--- src/rtl/bpsk_frame_gen_if.sv ---
// bpsk_frame_gen_if
//   Symbol-rate control, payload handshake and framed serial output of the
//   BPSK frame generator.
//   master : frame source / sequencer side (drives sym_en, start, din_*)
//   slave  : bpsk_frame_gen itself (drives din_ready and the framed outputs)
//   Signals:
//     sym_en      symbol strobe, one clock per bit period
//     start       frame request pulse
//     din_valid   payload bit available
//     din_bit     payload bit
//     din_ready   payload bit consumed this cycle (combinational)
//     bit_out     framed serial bit, held between strobes
//     bit_valid   bit_out carries a preamble/payload symbol
//     in_preamble bit_out carries a Barker chip
//     busy        frame in progress
//     underrun    one-cycle pulse: payload symbol had no valid data
//     frame_done  one-cycle pulse on the first cycle back in IDLE
interface bpsk_frame_gen_if;
  logic sym_en;
  logic start;
  logic din_valid;
  logic din_bit;
  logic din_ready;
  logic bit_out;
  logic bit_valid;
  logic in_preamble;
  logic busy;
  logic underrun;
  logic frame_done;

  modport master (
    output sym_en, start, din_valid, din_bit,
    input  din_ready, bit_out, bit_valid, in_preamble, busy, underrun, frame_done
  );

  modport slave (
    input  sym_en, start, din_valid, din_bit,
    output din_ready, bit_out, bit_valid, in_preamble, busy, underrun, frame_done
  );
endinterface

--- src/rtl/bpsk_frame_gen.sv ---
// bpsk_frame_gen
//   Framing stage of the BPSK transmitter. Each frame is a 13-chip Barker
//   preamble (MSB first), PAYLOAD_LEN bits pulled over a valid/ready
//   handshake, then GAP_LEN idle symbols. One bit is emitted per sym_en
//   strobe; all outputs except din_ready are registered and appear the
//   cycle after the strobe.
//   Ports:
//     clk_sig    system clock
//     reset_sig  synchronous, active-high reset
//     bus        bpsk_frame_gen_if.slave (strobe, start, payload handshake,
//                framed outputs and status pulses)
//   Optional feature (macro BPSK_DIFF_ENC_EN): differential encoding of the
//   preamble and payload, bit_out = raw ^ previous emitted bit, with the
//   reference cleared at frame start. Gap symbols are 0 and leave the
//   reference untouched. Without the macro bit_out is the raw bit.
module bpsk_frame_gen #(
  parameter int          PAYLOAD_LEN = 64,
  parameter int          GAP_LEN     = 4,
  parameter logic [12:0] BARKER      = 13'b1111100110101
) (
  input logic              clk_sig,
  input logic              reset_sig,
  bpsk_frame_gen_if.slave  bus
);

  localparam int PW = (PAYLOAD_LEN > 0) ? $clog2(PAYLOAD_LEN + 1) : 1;
  localparam int GW = (GAP_LEN > 0) ? $clog2(GAP_LEN + 1) : 1;
  localparam logic [PW-1:0] PAY_LAST = PW'(PAYLOAD_LEN - 1);
  localparam logic [GW-1:0] GAP_LAST = GW'((GAP_LEN > 0) ? GAP_LEN - 1 : 0);

  typedef enum logic [1:0] {S_IDLE, S_PRE, S_PAY, S_GAP} state_t;

  state_t         r_state;
  logic           r_pending;
  logic [3:0]     r_chip_cnt;
  logic [PW-1:0]  r_pay_cnt;
  logic [GW-1:0]  r_gap_cnt;
  logic           r_bit_out;
  logic           r_bit_valid;
  logic           r_in_pre;
  logic           r_busy;
  logic           r_underrun;
  logic           r_frame_done;

  logic           w_raw;
  logic           w_enc;

  // Raw symbol for the strobe being processed. In IDLE it is the first chip,
  // only used when a frame actually starts.
  always_comb begin
    w_raw = 1'b0;
    case (r_state)
      S_IDLE:  w_raw = BARKER[12];
      S_PRE:   w_raw = BARKER[4'd12 - r_chip_cnt];
      S_PAY:   w_raw = bus.din_valid & bus.din_bit;
      default: w_raw = 1'b0;
    endcase
  end

`ifdef BPSK_DIFF_ENC_EN
  logic r_ref;
  // At frame start the reference is logically 0, so the first chip passes raw.
  assign w_enc = (r_state == S_IDLE) ? w_raw : (w_raw ^ r_ref);

  always_ff @(posedge clk_sig) begin
    if (reset_sig) begin
      r_ref <= 1'b0;
    end else if (bus.sym_en && (r_state == S_PRE || r_state == S_PAY ||
                 (r_state == S_IDLE && (r_pending || bus.start)))) begin
      r_ref <= w_enc;
    end
  end
`else
  assign w_enc = w_raw;
`endif

  assign bus.din_ready   = (r_state == S_PAY) & bus.sym_en;
  assign bus.bit_out     = r_bit_out;
  assign bus.bit_valid   = r_bit_valid;
  assign bus.in_preamble = r_in_pre;
  assign bus.busy        = r_busy;
  assign bus.underrun    = r_underrun;
  assign bus.frame_done  = r_frame_done;

  always_ff @(posedge clk_sig) begin
    if (reset_sig) begin
      r_state      <= S_IDLE;
      r_pending    <= 1'b0;
      r_chip_cnt   <= '0;
      r_pay_cnt    <= '0;
      r_gap_cnt    <= '0;
      r_bit_out    <= 1'b0;
      r_bit_valid  <= 1'b0;
      r_in_pre     <= 1'b0;
      r_busy       <= 1'b0;
      r_underrun   <= 1'b0;
      r_frame_done <= 1'b0;
    end else begin
      r_underrun   <= 1'b0;
      r_frame_done <= 1'b0;
      case (r_state)
        S_IDLE: begin
          if (bus.sym_en) begin
            if (r_pending || bus.start) begin
              r_state     <= S_PRE;
              r_pending   <= 1'b0;
              r_chip_cnt  <= 4'd1;
              r_bit_out   <= w_enc;
              r_bit_valid <= 1'b1;
              r_in_pre    <= 1'b1;
              r_busy      <= 1'b1;
            end else begin
              r_bit_out   <= 1'b0;
              r_bit_valid <= 1'b0;
              r_in_pre    <= 1'b0;
            end
          end else if (bus.start) begin
            r_pending <= 1'b1;
          end
        end
        S_PRE: begin
          if (bus.sym_en) begin
            r_bit_out  <= w_enc;
            r_chip_cnt <= r_chip_cnt + 4'd1;
            // chip_cnt==12 means the 13th (last) chip is going out now
            if (r_chip_cnt == 4'd12) begin
              r_state   <= S_PAY;
              r_pay_cnt <= '0;
            end
          end
        end
        S_PAY: begin
          if (bus.sym_en) begin
            r_bit_out   <= w_enc;
            r_bit_valid <= 1'b1;
            r_in_pre    <= 1'b0;
            r_underrun  <= ~bus.din_valid;
            r_pay_cnt   <= r_pay_cnt + PW'(1);
            if (r_pay_cnt == PAY_LAST) begin
              if (GAP_LEN == 0) begin
                r_state      <= S_IDLE;
                r_busy       <= 1'b0;
                r_frame_done <= 1'b1;
              end else begin
                r_state   <= S_GAP;
                r_gap_cnt <= '0;
              end
            end
          end
        end
        S_GAP: begin
          if (bus.sym_en) begin
            r_bit_out   <= 1'b0;
            r_bit_valid <= 1'b0;
            r_in_pre    <= 1'b0;
            r_gap_cnt   <= r_gap_cnt + GW'(1);
            if (r_gap_cnt == GAP_LAST) begin
              r_state      <= S_IDLE;
              r_busy       <= 1'b0;
              r_frame_done <= 1'b1;
            end
          end
        end
        default: r_state <= S_IDLE;
      endcase
    end
  end

endmodule

--- src/flat_wrapper.sv ---
// flat-port wrapper written by rule: the top's interface ports become plain ports
module bpsk_frame_gen_flat 
#(
  parameter int          PAYLOAD_LEN = 64,
  parameter int          GAP_LEN     = 4,
  parameter logic [12:0] BARKER      = 13'b1111100110101
)
  (clk_sig, reset_sig, bus_sym_en, bus_start, bus_din_valid, bus_din_bit, bus_din_ready, bus_bit_out, bus_bit_valid, bus_in_preamble, bus_busy, bus_underrun, bus_frame_done);
  bpsk_frame_gen_if bus_i ();
  input logic clk_sig;
  input logic reset_sig;
  input wire logic [$bits(bus_i.sym_en)-1:0] bus_sym_en;
  input wire logic [$bits(bus_i.start)-1:0] bus_start;
  input wire logic [$bits(bus_i.din_valid)-1:0] bus_din_valid;
  input wire logic [$bits(bus_i.din_bit)-1:0] bus_din_bit;
  output wire logic [$bits(bus_i.din_ready)-1:0] bus_din_ready;
  output wire logic [$bits(bus_i.bit_out)-1:0] bus_bit_out;
  output wire logic [$bits(bus_i.bit_valid)-1:0] bus_bit_valid;
  output wire logic [$bits(bus_i.in_preamble)-1:0] bus_in_preamble;
  output wire logic [$bits(bus_i.busy)-1:0] bus_busy;
  output wire logic [$bits(bus_i.underrun)-1:0] bus_underrun;
  output wire logic [$bits(bus_i.frame_done)-1:0] bus_frame_done;
  assign bus_i.sym_en = bus_sym_en;
  assign bus_i.start = bus_start;
  assign bus_i.din_valid = bus_din_valid;
  assign bus_i.din_bit = bus_din_bit;
  assign bus_din_ready = bus_i.din_ready;
  assign bus_bit_out = bus_i.bit_out;
  assign bus_bit_valid = bus_i.bit_valid;
  assign bus_in_preamble = bus_i.in_preamble;
  assign bus_busy = bus_i.busy;
  assign bus_underrun = bus_i.underrun;
  assign bus_frame_done = bus_i.frame_done;
  bpsk_frame_gen #(.PAYLOAD_LEN(PAYLOAD_LEN), .GAP_LEN(GAP_LEN), .BARKER(BARKER)) u_core (.clk_sig(clk_sig), .reset_sig(reset_sig), .bus(bus_i));
endmodule
--- config.mk ---
export PLATFORM = sky130hd
export DESIGN_NAME = bpsk_frame_gen_flat
export DESIGN_NICKNAME = d
export VERILOG_FILES = /design/src/rtl/bpsk_frame_gen_if.sv /design/src/rtl/bpsk_frame_gen.sv /design/src/flat_wrapper.sv
export SDC_FILE = /design/constraint.sdc
export NUM_CORES = 1
export LEC_CHECK = 0
export ABC_CLOCK_PERIOD_IN_PS = 2300
export CORE_UTILIZATION = 54
export CTS_CLUSTER_DIAMETER = 60
export DETAILED_ROUTE_END_ITERATION = 10
export GPL_ROUTABILITY_DRIVEN = 0
export HOLD_SLACK_MARGIN = 0.05
export PLACE_DENSITY = 0.79
export SYNTH_ARGS = -nofsm -noshare
export SYNTH_HDL_FRONTEND = slang
export SYNTH_SLANG_ARGS = --single-unit
--- constraint.sdc ---
create_clock -name clk_sig -period 2.3 [get_ports clk_sig]
set_input_delay 0.23 -clock clk_sig [delete_from_list [all_inputs] [get_ports clk_sig]]
set_output_delay 0.23 -clock clk_sig [all_outputs]
set_load 0.05 [all_outputs]
==> out/qor.txt <==
routed wire length: 2.87 mm
count of cell types in the netlist: 45
Final Non-Filler Cells: 195
syn avg cell area: 8.62 um^2
Flop pwr share: 35.2%
Post-Synth Simple-Gate Area: 22.8%
Worst Hold Launch: u_core.r_gap_cnt[2]
clk sink count: 23
initial antenna violation count: 0
critical path launch point type: register
PortBufs: 12
Clock power frac: 13.3%
CP cell instances: inv_1 > ha_1 > nand3_2 > a221o_1 > a221oi_2 > mux2i_1
final instance area: 1530 um^2
cts bufs inserted: 3
origin of the critical flop-to-flop path: u_core.r_chip_cnt[0]
FMAX: 0.526 GHz
min Tclk post-route: 1.90 ns
Max-Slew Margin vs Limit: 61.3%
ys async rst share: 0%
critical path peak fanout: 6
Synth Register Bits: 23
Cell Rows: 17
die height: 51.7 um
cts hold-fix bufs: 0
hold path endpoint: u_core.r_gap_cnt[2]
Placed Instances: 191
slowest CP cell: a221o_1
Worst-Skew Late Latency: 0.31 ns
Setup Skew: 0.00612 ns
ANT cells: 0
CTS tree: built
vias in the first global route: 1103
Synth Area in XOR/XNOR: 0%
Seq/Total Area, Yosys: 34.5%
synthesis-to-layout area growth: 14.5%
fin. max-slew vios: 0
worst path bufs/invs: 1
Overflow after GRT: 0
reg-to-reg setup timing slack: 0.40 ns
PwrDens: 924 nW/um^2
required time of the critical path: 2.54 ns
Mapped Area: 1340 um^2
vias: 1206
Crit path arrival time: 2.14 ns
final hold vios: 0
Post-synth EDFFs: 0
post-cts resize count: 0
sw frac: 41.8%
fin crit share: 82.6%
layout cells sized above 1: 10.2%
Root Driver: clkbuf_4
Fillers: 186
antenna-violating nets left: 0
Mapped Nets: 171
switching component of the power: 0.000591 W
result of the run: finished, final reports clean
Post-DP Area: 1500 um^2
hold depth: 2
Clock transition at path regs: 0.13 ns
unrepaired setup endpoints after global routing: false
final setup fails: 0
Die Footprint: 2680 um^2
first-pass GRT wire length: 4.85 mm
core area: 2280 um^2
path depth of the worst reg2reg path: 6
DRT iter0 DRCs: 20
Synth Warn #: 0
DRT Pass-1 Iters: 4
Worst Max-Slew Pin Slew: 0.579 ns
share of total power in combinational logic: 51.5%
largest net degree at the start of global routing: 17
Die X: 51.7 um
Total Routing Usage GR: 24.4%
delay-heaviest family, CP: compound AO/OA/AOI/OAI gates
mux share of post-synthesis cell area: 2.25%
capturing point of the worst reg2reg path: u_core.r_state[1]
internal power: 0.000823 W
WS Path Type: register to register
peak supply drop: 586 uV
Post-DP HPWL: 2.05 mm
LEAKAGE: 0.554 nW
IO Count: 13
hold crit path type: register to register
Remaining DRCs: 0
Setup Fix Bufs, Post-CTS: 0
routed len/inst: 14.7 um
Fin Setup TNS: 0 ns
endpoint class of the critical path: register
max-cap violations: 0
effective utilization at floorplan: 58.7%
main flop type after synthesis: dfxtp_1
Slowest Stage Delay on Critical Path: 0.40 ns
post-synthesis compound-gate area fraction: 25.7%
routed vias/inst: 6.18
clock buffer depth: 2
Syn Inst Count: 155
Finished Core Util: 67.2%
post-synthesis adder-cell area fraction: 9.36%
final net count: 184
H-tree depth: 1
largest family of logic cells by synthesized area: compound AO/OA/AOI/OAI gates
## sequential cells by signal (all words and copies together), names as in the netlist
name	count
u_core.bus.bit_valid	1
u_core.r_state	2
u_core.bus.frame_done	1
u_core.r_pay_cnt	7
u_core.r_gap_cnt	3
u_core.bus.bit_out	1
u_core.r_chip_cnt	4
u_core.bus.underrun	1
u_core.bus.busy	1
u_core.r_pending	1
u_core.bus.in_preamble	1
## cells by family after synthesis
| family | after synthesis |
|---|---|
| AOI/OAI and AO/OA | 47 |
| adders and majority gates | 10 |
| buffers and inverters | 19 |
| DFF | 23 |
| muxes | 3 |
| and+or+nand+nor | 53 |
## power by group through the flow
stage | Clock (W) | Sequential (W) | Combinational [W]
finish | 0.000188 | 0.000498 | 0.000728
global route | 0.000212 | 0.000507 | 0.000785
CTS | 0.000191 | 0.000498 | 0.000726
detailed placement | 0 | 0.000507 | 0.000719
global placement | 0 | 0.000502 | 0.000705
floorplan | 0 | 0.000587 | 0.000436
## cell usage after synthesis (2+ instances only)
cell type,instances,area (um^2)
a31oi_1,2,12.5
nand4b_1,2,17.5
nor2_1,5,18.8
nand2_1,10,37.5
dfxtp_1,23,460
nor3_1,4,20.0
mux2i_1,3,30.0
a41oi_1,2,17.5
a21oi_1,13,65.1
a311oi_1,6,52.6
clkbuf_1,8,30.0
o21bai_1,2,15.0
nor2b_1,3,18.8
o21ai_0,4,20.0
nand2b_1,10,62.6
nand3_1,6,30.0
nand4_1,2,12.5
inv_1,10,37.5
a211oi_1,2,15.0
o211ai_1,2,15.0
ha_1,10,125
and3_1,3,18.8
## area by class of cell
class | instances | area, um^2 | share of cell area [%]
well taps | 28 | 35.0 | 2.29
flip-flops and latches | 23 | 460 | 30.1
repair buffers | 17 | 168 | 11.0
inverters | 10 | 37.5 | 2.45
clock buffers | 4 | 26.3 | 1.72
multi-input cells | 113 | 803 | 52.5
## routing by layer
| metal | track usage, % | wire (um) | up-vias |
|---|---|---|---|
| met5 | 0 | 0 | - |
| met4 | 9.01 | 27 | 0 |
| met3 | 4.09 | 149 | 4 |
| met2 | 37.0 | 1260 | 36 |
| met1 | 34.4 | 1430 | 566 |
| li1 | - | - | 600 |
## per-stage QoR
stage | setup WS (ns) | hold slack [ns] | power, W
after floorplan | 0.681 | 0.309 | 0.00102
after global placement | 0.494 | 0.458 | 0.00121
after detailed placement | 0.421 | 0.466 | 0.00123
after CTS | 0.415 | 0.488 | 0.00142
after global routing | 0.267 | 0.477 | 0.00150
final | 0.400 | 0.485 | 0.00141
## how the worst max path moves through the flow
stage | start | end | cells after the start
6_report | u_core.r_chip_cnt[0] | u_core.r_state[1] | 6
5_1_grt | u_core.r_state[0] | u_core.r_pay_cnt[6] | 6
4_1_cts | u_core.r_state[0] | bus_din_ready | 5
3_5_place_dp | bus_sym_en | u_core.r_pay_cnt[6] | 5
3_3_place_gp | bus_sym_en | u_core.r_pay_cnt[5] | 5
2_1_floorplan | u_core.r_chip_cnt[0] | u_core.r_state[0] | 6
## worst reg2reg max path: stages (launching register included)
cell      delay, ns
dfxtp_1        0.39
inv_1          0.12
ha_1           0.31
nand3_2        0.14
a221o_1        0.40
a221oi_2       0.26
mux2i_1        0.22
## cells in the final DEF (no fill, tap or decap), drive strengths merged, types with 2 or more instances in the layout
| cell type | synthesis | layout |
|---|---|---|
| a31oi | 2 | 2 |
| nand2 | 10 | 10 |
| inv | 10 | 10 |
| o21bai | 2 | 2 |
| nand2b | 10 | 10 |
| nand4 | 2 | 2 |
| ha | 10 | 10 |
| clkbuf | 8 | 4 |
| mux2i | 3 | 3 |
| nand4b | 2 | 2 |
| nor2b | 3 | 3 |
| clkdlybuf4s50 | 0 | 11 |
| o211ai | 2 | 2 |
| dfxtp | 23 | 23 |
| and3 | 3 | 3 |
| nor2 | 5 | 5 |
| o21ai | 4 | 4 |
| a221oi | 2 | 2 |
| nor3 | 4 | 4 |
| a21oi | 14 | 14 |
| a211oi | 2 | 2 |
| a41oi | 2 | 2 |
| nand3 | 7 | 7 |
| a311oi | 6 | 6 |
| buf | 1 | 6 |
No activity file was read; power rests on OpenSTA's default activity.
